`src/rtl/gpio_pattern_gen.sv`:
```
// GPIO pattern generator: prescaled rotate / bounce / count / hold patterns
// with manual stepping, parallel load and heartbeat LEDs.
module gpio_pattern_gen #(
  parameter int WIDTH      = 9,
  parameter int PRESCALE_W = 24
) (
  input  logic             clk,
  input  logic             reset,
  input  logic             en,
  input  logic [1:0]       mode,
  input  logic             dir,
  input  logic             step_i,
  input  logic             load,
  input  logic [WIDTH-1:0] load_val,
  output logic [WIDTH-1:0] gpio_o,
  output logic             tick_o,
  output logic             ledg,
  output logic             ledr
);

  localparam logic [WIDTH-1:0]      ONE_C      = {{(WIDTH-1){1'b0}}, 1'b1};
  localparam logic [WIDTH-1:0]      MSB_C      = {1'b1, {(WIDTH-1){1'b0}}};
  localparam logic [PRESCALE_W-1:0] PRESC_ONE_C = {{(PRESCALE_W-1){1'b0}}, 1'b1};

  localparam logic [1:0] MODE_ROTATE_C = 2'd0;
  localparam logic [1:0] MODE_BOUNCE_C = 2'd1;
  localparam logic [1:0] MODE_COUNT_C  = 2'd2;
  localparam logic [1:0] MODE_HOLD_C   = 2'd3;

  logic [PRESCALE_W-1:0] presc_r;
  logic [PRESCALE_W-1:0] presc_nxt_s;
  logic [1:0]            mode_r;
  logic                  bounce_up_r;
  logic                  bounce_nxt_s;
  logic [WIDTH-1:0]      gpio_nxt_s;
  logic [WIDTH-1:0]      zero_seed_s;
  logic                  mode_chg_s;
  logic                  step_s;

  assign mode_chg_s  = (mode != mode_r);
  assign step_s      = tick_o | step_i;
  assign zero_seed_s = dir ? MSB_C : ONE_C;

  // Prescaler next value: advance only while enabled, wrapping naturally.
  always_comb begin
    presc_nxt_s = presc_r;
    if (en) begin
      presc_nxt_s = presc_r + PRESC_ONE_C;
    end else begin
      presc_nxt_s = presc_r;
    end
  end

  // Pattern next-state: load beats mode change beats step.
  always_comb begin
    gpio_nxt_s   = gpio_o;
    bounce_nxt_s = bounce_up_r;
    if (load) begin
      gpio_nxt_s = load_val;
    end else if (mode_chg_s) begin
      gpio_nxt_s   = ONE_C;
      bounce_nxt_s = 1'b1;
    end else if (step_s) begin
      case (mode_r)
        MODE_ROTATE_C: begin
          if (gpio_o == {WIDTH{1'b0}}) begin
            gpio_nxt_s = zero_seed_s;
          end else if (dir) begin
            gpio_nxt_s = {gpio_o[0], gpio_o[WIDTH-1:1]};
          end else begin
            gpio_nxt_s = {gpio_o[WIDTH-2:0], gpio_o[WIDTH-1]};
          end
        end
        MODE_BOUNCE_C: begin
          // Turn around at either end rather than sitting on the edge bit.
          if (gpio_o == {WIDTH{1'b0}}) begin
            gpio_nxt_s = zero_seed_s;
          end else if (bounce_up_r) begin
            if (gpio_o[WIDTH-1]) begin
              bounce_nxt_s = 1'b0;
              gpio_nxt_s   = {1'b0, gpio_o[WIDTH-1:1]};
            end else begin
              gpio_nxt_s   = {gpio_o[WIDTH-2:0], 1'b0};
            end
          end else begin
            if (gpio_o[0]) begin
              bounce_nxt_s = 1'b1;
              gpio_nxt_s   = {gpio_o[WIDTH-2:0], 1'b0};
            end else begin
              gpio_nxt_s   = {1'b0, gpio_o[WIDTH-1:1]};
            end
          end
        end
        MODE_COUNT_C: begin
          if (dir) begin
            gpio_nxt_s = gpio_o - ONE_C;
          end else begin
            gpio_nxt_s = gpio_o + ONE_C;
          end
        end
        MODE_HOLD_C: begin
          gpio_nxt_s = gpio_o;
        end
        default: begin
          gpio_nxt_s = gpio_o;
        end
      endcase
    end else begin
      gpio_nxt_s = gpio_o;
    end
  end

  // State registers; reset captures the current mode so it is not seen as a change.
  always_ff @(posedge clk) begin
    if (reset) begin
      presc_r     <= {PRESCALE_W{1'b0}};
      tick_o      <= 1'b0;
      gpio_o      <= ONE_C;
      bounce_up_r <= 1'b1;
      mode_r      <= mode;
    end else begin
      presc_r     <= presc_nxt_s;
      tick_o      <= en & (&presc_r);
      gpio_o      <= gpio_nxt_s;
      bounce_up_r <= bounce_nxt_s;
      mode_r      <= mode;
    end
  end

  assign ledg = ~presc_r[PRESCALE_W-1];
  assign ledr = ~ledg;

endmodule

```
`config.mk`:
```
export PLATFORM = sky130hd
export DESIGN_NAME = gpio_pattern_gen
export DESIGN_NICKNAME = d
export VERILOG_FILES = /design/src/rtl/gpio_pattern_gen.sv
export SDC_FILE = /design/constraint.sdc
export NUM_CORES = 1
export LEC_CHECK = 0
export ABC_AREA = 1
export BUFFER_PORTS_ARGS = -buffer_cell sky130_fd_sc_hd__clkbuf_2
export CORE_UTILIZATION = 42
export CTS_CLUSTER_SIZE = 8
export DETAILED_ROUTE_END_ITERATION = 8
export PLACE_DENSITY = 0.65
export SLEW_MARGIN = 10
export SYNTH_ARGS = -nofsm -noshare
export SYNTH_HDL_FRONTEND = slang
export SYNTH_SLANG_ARGS = --single-unit
```
`constraint.sdc`:
```
create_clock -name clk -period 4.6 [get_ports clk]
set_input_delay 0.69 -clock clk [delete_from_list [all_inputs] [get_ports clk]]
set_output_delay 0.69 -clock clk [all_outputs]
set_load 0.02 [all_outputs]
```
; ---- Word-level counts from Yosys, hierarchy flattened
; Cells that the tools add are included.
; Widths: inputs -> output; s select.
[totals]
ff_bits = 37
out_inout_bits = 12
[op_classes]
n_mux = 19
n_reduce_logical = 8
addsub = 3
eq_ne = 6
bitwise = 4
[ops]
columns = operator, n
row1 = $mux 9, 11
row2 = $pmux 9 s3, 1
row3 = $add 24x1->24 const B, 1
row4 = $reduce_and 24->1, 1
row5 = $add 9x1->9 const B, 1
row6 = $logic_not 9->1, 1
row7 = $sub 9x1->9 const B, 1
row8 = $mux 1, 7
row9 = $eq 2x2->1 const B, 2
row10 = $reduce_and 4->1, 1
row11 = $reduce_bool 2->1, 2
row12 = $ne 3x3->1 const B, 1
row13 = $reduce_bool 3->1, 1
row14 = $eq 2x1->1 const B, 1
row15 = $logic_not 2->1, 1
row16 = $ne 2x2->1, 1
row17 = $ne 2x2->1 const B, 1
row18 = $not 1->1, 2
row19 = $reduce_and 2->1, 1
row20 = $and 1x1->1, 1
row21 = $or 1x1->1, 1

; ---- Depth between registers and ports, before layout
; Gate-level depths: netlist of run 1.
[logic_depth]
ltp_word = 7
depth_mapped = 12

; ---- Worst setup path after synthesis of run 1
; OpenSTA, ideal clock, no wires.
[synth_path]
kind = input -> register
from = in dir
to = reg gpio_o[3]
arrival_time_ns = 1.852
setup_ns = 0.070
t_required_ns = 4.530
stages = 8
slack_ns = 2.678
path_cell_list = ha_1 -> or2_2 -> and2_1 -> nand2_1 -> nand2_1 -> o21ai_0 -> o21ai_0 -> a21oi_1
[synth_between]
elab_chain_len = 6
[synth_rtl]
columns = element, line
row1 = "start, declared", 11  ; input logic dir,
row2 = $mux 9, 68  ; end else if (dir) begin
row3 = $mux 9, 66  ; if (gpio_o == {WIDTH{1'b0}}) begin
row4 = $pmux 9 s3 (*), 64  ; case (mode_r)
row5 = $mux 9 (*), 63  ; end else if (step_s) begin
row6 = $mux 9 (*), 60  ; end else if (mode_chg_s) begin
row7 = $mux 9 (*), 58  ; if (load) begin
row8 = "end signal, assigned", 124  ; gpio_o <= gpio_nxt_s;
row9 = "end, declared", 15  ; output logic [WIDTH-1:0] gpio_o,
; Every way passes the cells marked *; elsewhere a longest branch is shown, timed or not. The select of a mux whose other input is x is not followed.
; A chain may end at the register's enable or synchronous reset.

; ---- Final worst setup path of run 1
[layout_path]
from = in dir
to = reg gpio_o[7]
; The elaborated chain is that of the path after synthesis.

==> results of run 1 <==
## cell type report
| cell class | count | area (µm²) | area share, % |
|---|---|---|---|
| Tap cell | 72 | 90.1 | 3.16 |
| Clock inverter | 3 | 43.8 | 1.54 |
| Multi-Input combinational cell | 300 | 1570 | 55.0 |
| Inverter | 53 | 199 | 6.98 |
| Sequential cell | 37 | 741 | 26.0 |
| Timing Repair Buffer | 28 | 140 | 4.92 |
| Clock buffer | 5 | 68.8 | 2.42 |
## stage by stage
step                cells  util, %  power [W]  hold slack (ps)
floorplan             399        -   0.000472              435
global placement      490     48.2   0.000516              451
detailed placement    490     48.2   0.000518              463
CTS                   498     50.2   0.000811              477
global route          498     50.2   0.000857              514
finish                498     50.2   0.000807              477
## registers in the layout (all words and copies together), names as in the netlist
name	flops
presc_r	24
tick_o	1
bounce_up_r	1
gpio_o	9
mode_r	2
## synthesized netlist by cell type, drive strengths merged (2+ instances only)
library cell / instances / area (µm²)
clkbuf: 8 / 30.0
a22oi: 2 / 15.0
ha: 11 / 138
a31oi: 2 / 12.5
nand2: 92 / 350
xor2: 3 / 26.3
o21a: 4 / 30.0
nor4: 2 / 27.5
a21oi: 38 / 190
nand3: 25 / 130
inv: 51 / 191
nand4: 5 / 31.3
xnor2: 3 / 26.3
nor2: 55 / 231
clkinv: 2 / 7.51
o21ai: 34 / 174
nor3: 8 / 56.3
dfxtp: 37 / 741
o211ai: 7 / 52.6
## report_power, final
group	internal [W]	total, W	switching, W
registers	0.000330	0.000348	0.0000180
logic	0.0000596	0.000166	0.000107
clock network	0.000163	0.000293	0.000131
total	0.000552	0.000807	0.000255
## tightest hold or removal path, cell delays in order (launching register included)
cell     delay (ps)
dfxtp_1         340
inv_1            50
a21oi_1          50
## worst paths after layout
kind	startpoint	end	slack, ps	depth (start not counted)
max	dir	gpio_o[7]$_SDFFE_PP0P_	2440	12
min	presc_r[20]$_SDFFE_PP0P_	presc_r[20]$_SDFFE_PP0P_	480	2
max reg2reg	mode_r[0]$_DFF_P_	gpio_o[0]$_SDFFE_PP1P_	2640	9
min reg2reg	presc_r[20]$_SDFFE_PP0P_	presc_r[20]$_SDFFE_PP0P_	480	2
## kinds of logic (layout without fill, tap and decap cells)
group,after synthesis,after routing,synth area share (%)
AOI/OAI and AO/OA,90,90,19.5
xor gates and xnor gates,6,6,2.07
adders and majority gates,12,12,6.20
buffers and inverters,62,89,9.21
DFF,37,37,29.1
and+or+nand+nor,192,192,33.9
## routing by layer
| layer | vias up | GRT usage, % | wire length [µm] |
|---|---|---|---|
| met5 | - | 0 | 0 |
| met4 | 0 | 7.50 | 133 |
| met3 | 12 | 4.57 | 428 |
| met2 | 78 | 34.5 | 2770 |
| met1 | 1154 | 30.4 | 3150 |
| li1 | 1361 | - | - |
==> flow_metrics.py, run 1 <==
metrics = {
    "setup_path": {
        "worstSetupEndpointType": "flip-flop",
        "path_cells": "clkbuf_2, ha_1, or2_2, nand3_1, nand2_1, nand2_1, nand3_1, nand2_1, nand2_1, nand2_1, nand2_1, a21oi_1",
        "startpoint_type": "input pin",
        "worstPathMaxFanout": 20,
        "crit_slowest_cell": "ha_1",
        "cp.arrival_ps": 2390,
        "crit_top_cell": "nand2_1",
        "cp_top_family": "simple AND/OR/NAND/NOR gates",
        "slowest_delay_ps": 430,
        "crit_type": "in2reg",
        "worst-path-buf-inv": 1,
        "critPathRequiredTime_ps": 4830,
    },
    "clock_tree": {
        "cts_inserted_buffers": 5,
        "cts_tree": "done",
        "clock-sinks": 37,
        "ctsResizeCount": 0,
        "cts_setup_buffers": 0,
        "clock-root-buffer": "clkbuf_8",
        "cts.hold.buffers_added": 0,
        "cts.clk_slew.worst_paths_ps": 90,
        "clk_path_buf_depth": 2,
        "clk-insertion-delay-late_ps": 300,
        "htreeDepth": 2,
    },
    "placement": {
        "placed_area_um2": 2740,
        "gpl.final_weighted_congestion": 0.904,
        "dpl.hpwl_um": 4690,
        "io_buffer_count": 28,
        "dp_worst_setup_slack_ps": 2140,
    },
    "yosys": {
        "yosysWarnings": 0,
        "synthDistinctLibCells": 39,
        "synth-edff-count": 0,
        "syn-instance-count": 399,
        "ys_seq_area_share_pct": 29.1,
        "synth-async-reset-ratio_pct": 0,
        "syn_area_per_cell_um2": 6.37,
        "synth_fp_nets": 428,
        "synth_top_flop_cell": "dfxtp_1",
        "synth_seq_cells": 37,
        "synth_area_um2": 2540,
    },
    "power": {
        "p_leak_nw": 1.26,
        "power_density_nw_per_um2": 283,
        "peakVddDrop_mv": 0.163,
    },
    "timing": {
        "final.min_clock_period_ps": 2160,
        "hold_violations": 0,
        "worst-slew-pin-transition_ps": 672,
        "setup_ws_ps": 2440,
        "fmax_ghz": 0.463,
        "skew_ps": 13.9,
        "setup_violations": 0,
        "max_slew_margin_pct": 55.1,
        "setup_tns_ps": 0,
        "fin_crit_sh_pct": 46.9,
        "drv_slew": 0,
        "rsz0062_at_grt": "no",
    },
    "finish": {
        "layout-drive-gt1-share_pct": 12.2,
        "design_area_um2": 2850,
        "final_common_cell": "nand2_1",
        "final_cell_mix": "nand2_1, inv_1, nor2_1",
        "n_antenna_cell": 0,
        "area_growth_pct": 12.1,
        "fin_nets": 454,
        "fill_cells": 616,
    },
    "route": {
        "wl_per_cell_um": 13.0,
        "drt-vias-per-instance": 5.23,
        "dr_total_vias": 2605,
        "detail_route.iter0.violations": 282,
        "drt-total-wl_um": 6480,
        "drcViolationCount": 0,
        "ant_nets": 0,
        "dr.pass1.iters": 6,
    },
    "global_routing": {
        "gr-total-overflow": 0,
        "grt_pass1_vias": 2401,
        "grt_max_degree": 24,
        "grt_first_pass_wirelength_um": 11000,
        "grt.total_usage_pct": 22.2,
        "antenna_found_initial": 0,
    },
    "outcome": {
        "status": "complete, no violations",
    },
    "die": {
        "initial_core_util_pct": 44.8,
        "dieArea_um2": 6370,
        "core_area_um2": 5680,
        "ios": 29,
        "fp-row-count": 27,
        "die-height_um": 79.8,
        "fp.dieW_um": 79.8,
    },
    "run": {
        "maxCapViolations": 0,
    },
    "min_path": {
        "min_path_type": "reg2reg",
    },
}
No activity file was read; power rests on OpenSTA's default activity.
==> inputs of run 2 (changes only) <==
--- a/config.mk
+++ b/config.mk
@@ -10,7 +10,7 @@
 export CORE_UTILIZATION = 42
 export CTS_CLUSTER_SIZE = 8
 export DETAILED_ROUTE_END_ITERATION = 8
-export PLACE_DENSITY = 0.65
+export PLACE_DENSITY = 0.67
 export SLEW_MARGIN = 10
 export SYNTH_ARGS = -nofsm -noshare
 export SYNTH_HDL_FRONTEND = slang
==> constraint.sdc (replaced) <==
create_clock -name clk -period 1.8 [get_ports clk]
set_input_delay 0.27 -clock clk [delete_from_list [all_inputs] [get_ports clk]]
set_output_delay 0.27 -clock clk [all_outputs]
set_load 0.02 [all_outputs]
==> run 2 against run 1 <==
Sequential power grew 150%; hold slack lost 370 ps; clock power grew 110%; global-route usage grew 0.34 points; critical path type is now reg2reg; highest routed layer unchanged.
==> flow_metrics.py, run 2 (synthesis results as in run 1) <==
metrics = {
    "timing": {
        "hold_slack_ps": 108,
        "rsz0062_at_grt": "yes",
        "final.min_clock_period_ps": 1700,
        "setup_tns_ps": 0,
        "worst-slew-pin-transition_ps": 470,
        "fmax_ghz": 0.589,
        "drv_slew": 0,
        "hold_violations": 0,
        "fin_crit_sh_pct": 94.3,
        "setup_ws_ps": 103,
        "max_slew_margin_pct": 68.6,
        "skew_ps": 8.44,
        "setup_violations": 0,
    },
    "global_routing": {
        "gr-total-overflow": 0,
        "grt_most_used_layer": "met2",
        "use_met1_pct": 28.3,
        "grt.total_usage_pct": 22.6,
        "antenna_found_initial": 0,
        "grt_first_pass_wirelength_um": 11300,
        "use_met2_pct": 37.7,
        "grt_pass1_vias": 2641,
        "met3_usage_pct": 4.11,
        "grt_max_degree": 16,
    },
    "placement": {
        "dp_worst_setup_slack_ps": -5.34,
        "dpl.hpwl_um": 5050,
        "io_buffer_count": 28,
        "placed_area_um2": 2900,
        "gpl.final_weighted_congestion": 0.897,
    },
    "min_path": {
        "min_path_type": "in2reg",
    },
    "setup_path": {
        "crit_slowest_cell": "dfxtp_2",
        "critPathRequiredTime_ps": 1990,
        "crit_top_cell": "buf_4",
        "worstSetupEndpointType": "flip-flop",
        "startpoint_type": "flip-flop",
        "worstPathMaxFanout": 4,
        "slowest_delay_ps": 330,
        "path_cells": "buf_4, nand2_2, nor3_4, nand3_4, nor4_4, buf_4, xnor2_1, nor2_1",
        "cp.arrival_ps": 1890,
        "crit_type": "reg2reg",
    },
    "finish": {
        "fill_cells": 568,
        "top_register": "presc_r",
        "register_area_um2": 744,
        "largest_reg_flops": 24,
        "n_antenna_cell": 0,
        "multiInputGateArea_um2": 1610,
        "final_cell_mix": "nand2_1, inv_1, nor2_1",
        "design_area_um2": 3070,
        "final_common_cell": "nand2_1",
        "fin_nets": 480,
        "top_regs": "presc_r: 24 flops, gpio_o: 9 flops, mode_r: 2 flops",
        "layout-drive-gt1-share_pct": 19.0,
        "area_growth_pct": 21.0,
    },
    "run": {
        "maxCapViolations": 0,
    },
    "power": {
        "peakVddDrop_mv": 0.344,
        "power_w": 0.00200,
        "power_density_nw_per_um2": 649,
        "p_leak_nw": 1.40,
    },
    "clock_tree": {
        "htreeDepth": 2,
        "cts_inserted_buffers": 5,
        "clock-sinks": 37,
        "cts_tree": "done",
        "clock-root-buffer": "clkbuf_8",
        "clk_path_buf_depth": 2,
        "cts.hold.buffers_added": 0,
        "clk-insertion-delay-late_ps": 290,
        "cts.clk_slew.worst_paths_ps": 80,
    },
    "route": {
        "wl_per_cell_um": 12.5,
        "drt-vias-per-instance": 5.15,
        "drt-total-wl_um": 6550,
        "dr_total_vias": 2698,
        "ant_nets": 0,
        "drcViolationCount": 0,
        "detail_route.iter0.violations": 209,
        "dr.pass1.iters": 4,
    },
    "die": {
        "ios": 29,
        "fp.dieW_um": 79.8,
        "die-height_um": 79.8,
        "core_area_um2": 5680,
        "dieArea_um2": 6370,
        "fp-row-count": 27,
        "initial_core_util_pct": 44.8,
    },
    "outcome": {
        "status": "complete, no violations",
    },
}
run 2: final timing paths:
kind                            startpoint                       end  slack, ps  cells after the start
hold / removal                     mode[1]         mode_r[1]$_DFF_P_        110                      1
setup reg to reg   presc_r[1]$_SDFFE_PP0P_  presc_r[15]$_SDFFE_PP0P_        100                      8
hold reg to reg   presc_r[20]$_SDFFE_PP0P_  presc_r[20]$_SDFFE_PP0P_        470                      2
setup / recovery   presc_r[1]$_SDFFE_PP0P_  presc_r[15]$_SDFFE_PP0P_        100                      8
run 2: layout make-up:
class	instances	share of cell area, %
Clock buffer	6	2.69
Clock inverter	2	0.448
Inverter	53	6.47
Multi-Input combinational cell	300	52.3
Sequential cell	37	24.2
Tap cell	72	2.93
Timing Repair Buffer	54	10.9
run 2: critical path, delay by kind of cell (launching register included):
kind | cells | cell delay [ps]
xor+xnor | 1 | 120
buf+inv | 2 | 280
flops | 1 | 330
simple gates | 5 | 870
run 2: what timing repair did:
action,4_1_cts,5_1_grt
buffers inserted,0,4
endpoints found under the setup margin,0,13
resized for setup,0,13
run 2: metrics by stage:
stage / instances / utilization [%]
after floorplan: 399 / -
after global placement: 512 / 51.1
after detailed placement: 512 / 51.1
after CTS: 520 / 52.8
after global routing: 524 / 54.2
final: 524 / 54.2
run 2: layer usage:
metal  part of all wire (%)  wire length, µm  vias to the layer above
met2                     46             2990                       59
met5                      0                0                        -
li1                       -                -                     1420
met4                    1.9              123                        0
met3                    4.7              306                        9
met1                     48             3130                     1210
run 2: power by group:
group          internal [W]  switching, W
combinational      0.000203      0.000308
sequential         0.000844     0.0000222
clock              0.000310      0.000309
total               0.00136      0.000639
==> inputs of run 3 (changes only) <==
--- a/config.mk
+++ b/config.mk
@@ -10,6 +10,7 @@
 export CORE_UTILIZATION = 42
 export CTS_CLUSTER_SIZE = 8
 export DETAILED_ROUTE_END_ITERATION = 8
+export GPL_TIMING_DRIVEN = 0
 export PLACE_DENSITY = 0.67
 export SLEW_MARGIN = 10
 export SYNTH_ARGS = -nofsm -noshare
==> run 3 against run 2 <==
Routed wire length decreased by 2.1%; count of clock-buffer cells in the layout unchanged; die area unchanged; sequential share of layout area increased by 1.7 points; hold slack improved by 0.62 ps; combinational power decreased by 12%; final cell count decreased by 3.1%; critical endpoint is now gpio_o[8]$_SDFFE_PP0P_; largest cell class unchanged.
==> flow_metrics.py, run 3 (synthesis results as in run 1) <==
metrics = {
    "timing": {
        "setup_violations": 0,
        "fmax_ghz": 0.592,
        "setup_ws_ps": 111,
        "max_slew_margin_pct": 60.9,
        "skew_ps": 10.8,
        "hold_violations": 0,
        "final.min_clock_period_ps": 1690,
        "fin_crit_sh_pct": 93.8,
        "drv_slew": 0,
        "worst-slew-pin-transition_ps": 586,
    },
    "clock_tree": {
        "cts.clk_slew.worst_paths_ps": 70,
        "clock-root-buffer": "clkbuf_8",
        "cts_inserted_buffers": 5,
        "clock-sinks": 37,
        "clk_path_buf_depth": 2,
        "clk-insertion-delay-late_ps": 290,
        "htreeDepth": 2,
        "cts_tree": "done",
    },
    "route": {
        "drcViolationCount": 0,
        "ant_nets": 0,
        "dr.pass1.iters": 4,
        "detail_route.iter0.violations": 152,
        "dr_total_vias": 2637,
        "drt-vias-per-instance": 5.19,
        "wl_per_cell_um": 12.6,
        "drt-total-wl_um": 6410,
    },
    "setup_path": {
        "worstSetupEndpointType": "flip-flop",
        "cp.arrival_ps": 1870,
        "reg2reg_depth": 6,
        "crit_type": "reg2reg",
        "regToRegSetupSlack_ps": 110,
        "rr_endpoint": "gpio_o[8]$_SDFFE_PP0P_",
        "critPathRequiredTime_ps": 1980,
        "startpoint_type": "flip-flop",
        "reg2reg_from": "mode_r[0]$_DFF_P_",
        "worstPathMaxFanout": 10,
    },
    "finish": {
        "fill_cells": 577,
        "final_cell_mix": "nand2_1, nor2_1, inv_1",
        "fin_util_pct": 52.4,
        "fin_nets": 464,
        "design_area_um2": 2970,
        "top_register": "presc_r",
        "fin_cells": 508,
        "largest_reg_flops": 24,
        "top_regs": "presc_r: 24 flops, gpio_o: 9 flops, mode_r: 2 flops",
        "final_common_cell": "nand2_1",
        "n_antenna_cell": 0,
        "layout-drive-gt1-share_pct": 17.2,
        "area_growth_pct": 16.9,
    },
    "run": {
        "maxCapViolations": 0,
    },
    "min_path": {
        "whs_endpoint": "mode_r[1]$_DFF_P_",
        "hold_depth": 1,
        "hold_start": "mode[1]",
        "min_path_type": "in2reg",
    },
    "global_routing": {
        "grt_pass1_vias": 2348,
        "gr-total-overflow": 0,
        "antenna_found_initial": 0,
        "grt.total_usage_pct": 21.2,
        "grt_max_degree": 12,
        "grt_first_pass_wirelength_um": 10500,
    },
    "die": {
        "fp-row-count": 27,
        "die-height_um": 79.8,
        "core_area_um2": 5680,
        "ios": 29,
        "fp.dieW_um": 79.8,
        "initial_core_util_pct": 44.8,
        "dieArea_um2": 6370,
    },
    "placement": {
        "placed_area_um2": 2770,
        "dp_worst_setup_slack_ps": -229,
        "io_buffer_count": 27,
        "dp.cells": 498,
        "dpl.hpwl_um": 4890,
        "gpl.final_weighted_congestion": 0.883,
    },
    "power": {
        "p_leak_nw": 1.28,
        "power_density_nw_per_um2": 644,
        "peakVddDrop_mv": 0.525,
    },
    "outcome": {
        "status": "complete, no violations",
    },
}
[run 3: cell types whose count changed in the layout (fill, tap and decap cells not counted), sizes merged]
cell      before  now
buf           26    4
clkinv         4    3
clkbuf        34   40
clkinvlp       0    1
[run 3: cell type report]
class                           count  area [µm²]  area share (%)
Clock buffer                        6        72.6            2.44
Tap cell                           72        90.1            3.03
Sequential cell                    37         771            25.9
Timing Repair Buffer               30         158            5.31
Multi-Input combinational cell    300        1640            55.0
Buffer                              8        31.3            1.05
Clock inverter                      2        10.0           0.337
Inverter                           53         204            6.86
[run 3: critical path: stages, from the launching register on]
cell and delay, ps:
dfxtp_1 360, ha_1 220, o21ai_2 430, clkinvlp_4 160, buf_4 190, a21oi_1 150, a21oi_1 80
[run 3: worst max path at each step]
stage	from	to	slack, ps	cells past startpoint
3_5_place_dp	mode_r[0]$_DFF_P_	gpio_o[0]$_SDFFE_PP1P_	-230	10
3_3_place_gp	mode_r[0]$_DFF_P_	gpio_o[0]$_SDFFE_PP1P_	-230	10
5_1_grt	mode_r[0]$_DFF_P_	gpio_o[3]$_SDFFE_PP0P_	-20	6
6_report	mode_r[0]$_DFF_P_	gpio_o[8]$_SDFFE_PP0P_	110	6
4_1_cts	gpio_o[5]$_SDFFE_PP0P_	gpio_o[7]$_SDFFE_PP0P_	10	12
2_1_floorplan	gpio_o[2]$_SDFFE_PP0P_	gpio_o[3]$_SDFFE_PP0P_	40	8
[run 3: routing by layer]
| layer | wire length, µm | GRT usage, % |
|---|---|---|
| met1 | 2940 | 25.7 |
| met4 | 202 | 9.82 |
| met3 | 256 | 3.66 |
| met5 | 0 | 0 |
| met2 | 3010 | 36.4 |
[run 3: metrics by stage]
step	power, W	hold WS, ps	TNS, ps
3_5_place_dp	0.00133	405	-1010
3_3_place_gp	0.00132	400	-1000
5_1_grt	0.00203	97.0	-41.1
6_report	0.00191	109	0
2_1_floorplan	0.00121	298	0
4_1_cts	0.00190	100	0
[run 3: report_power, final]
part           internal (W)  switching (W)  total [W]
clock              0.000269       0.000304   0.000572
sequential         0.000844      0.0000495   0.000893
combinational      0.000172       0.000276   0.000448
[run 3: repair_timing]
action	4_1_cts	5_1_grt
hold endpoints to repair	0	0
setup endpoints to repair	8	17
buffers inserted	0	3
gates resized for setup	3	33
pin swaps	0	4
hold buffers	0	0
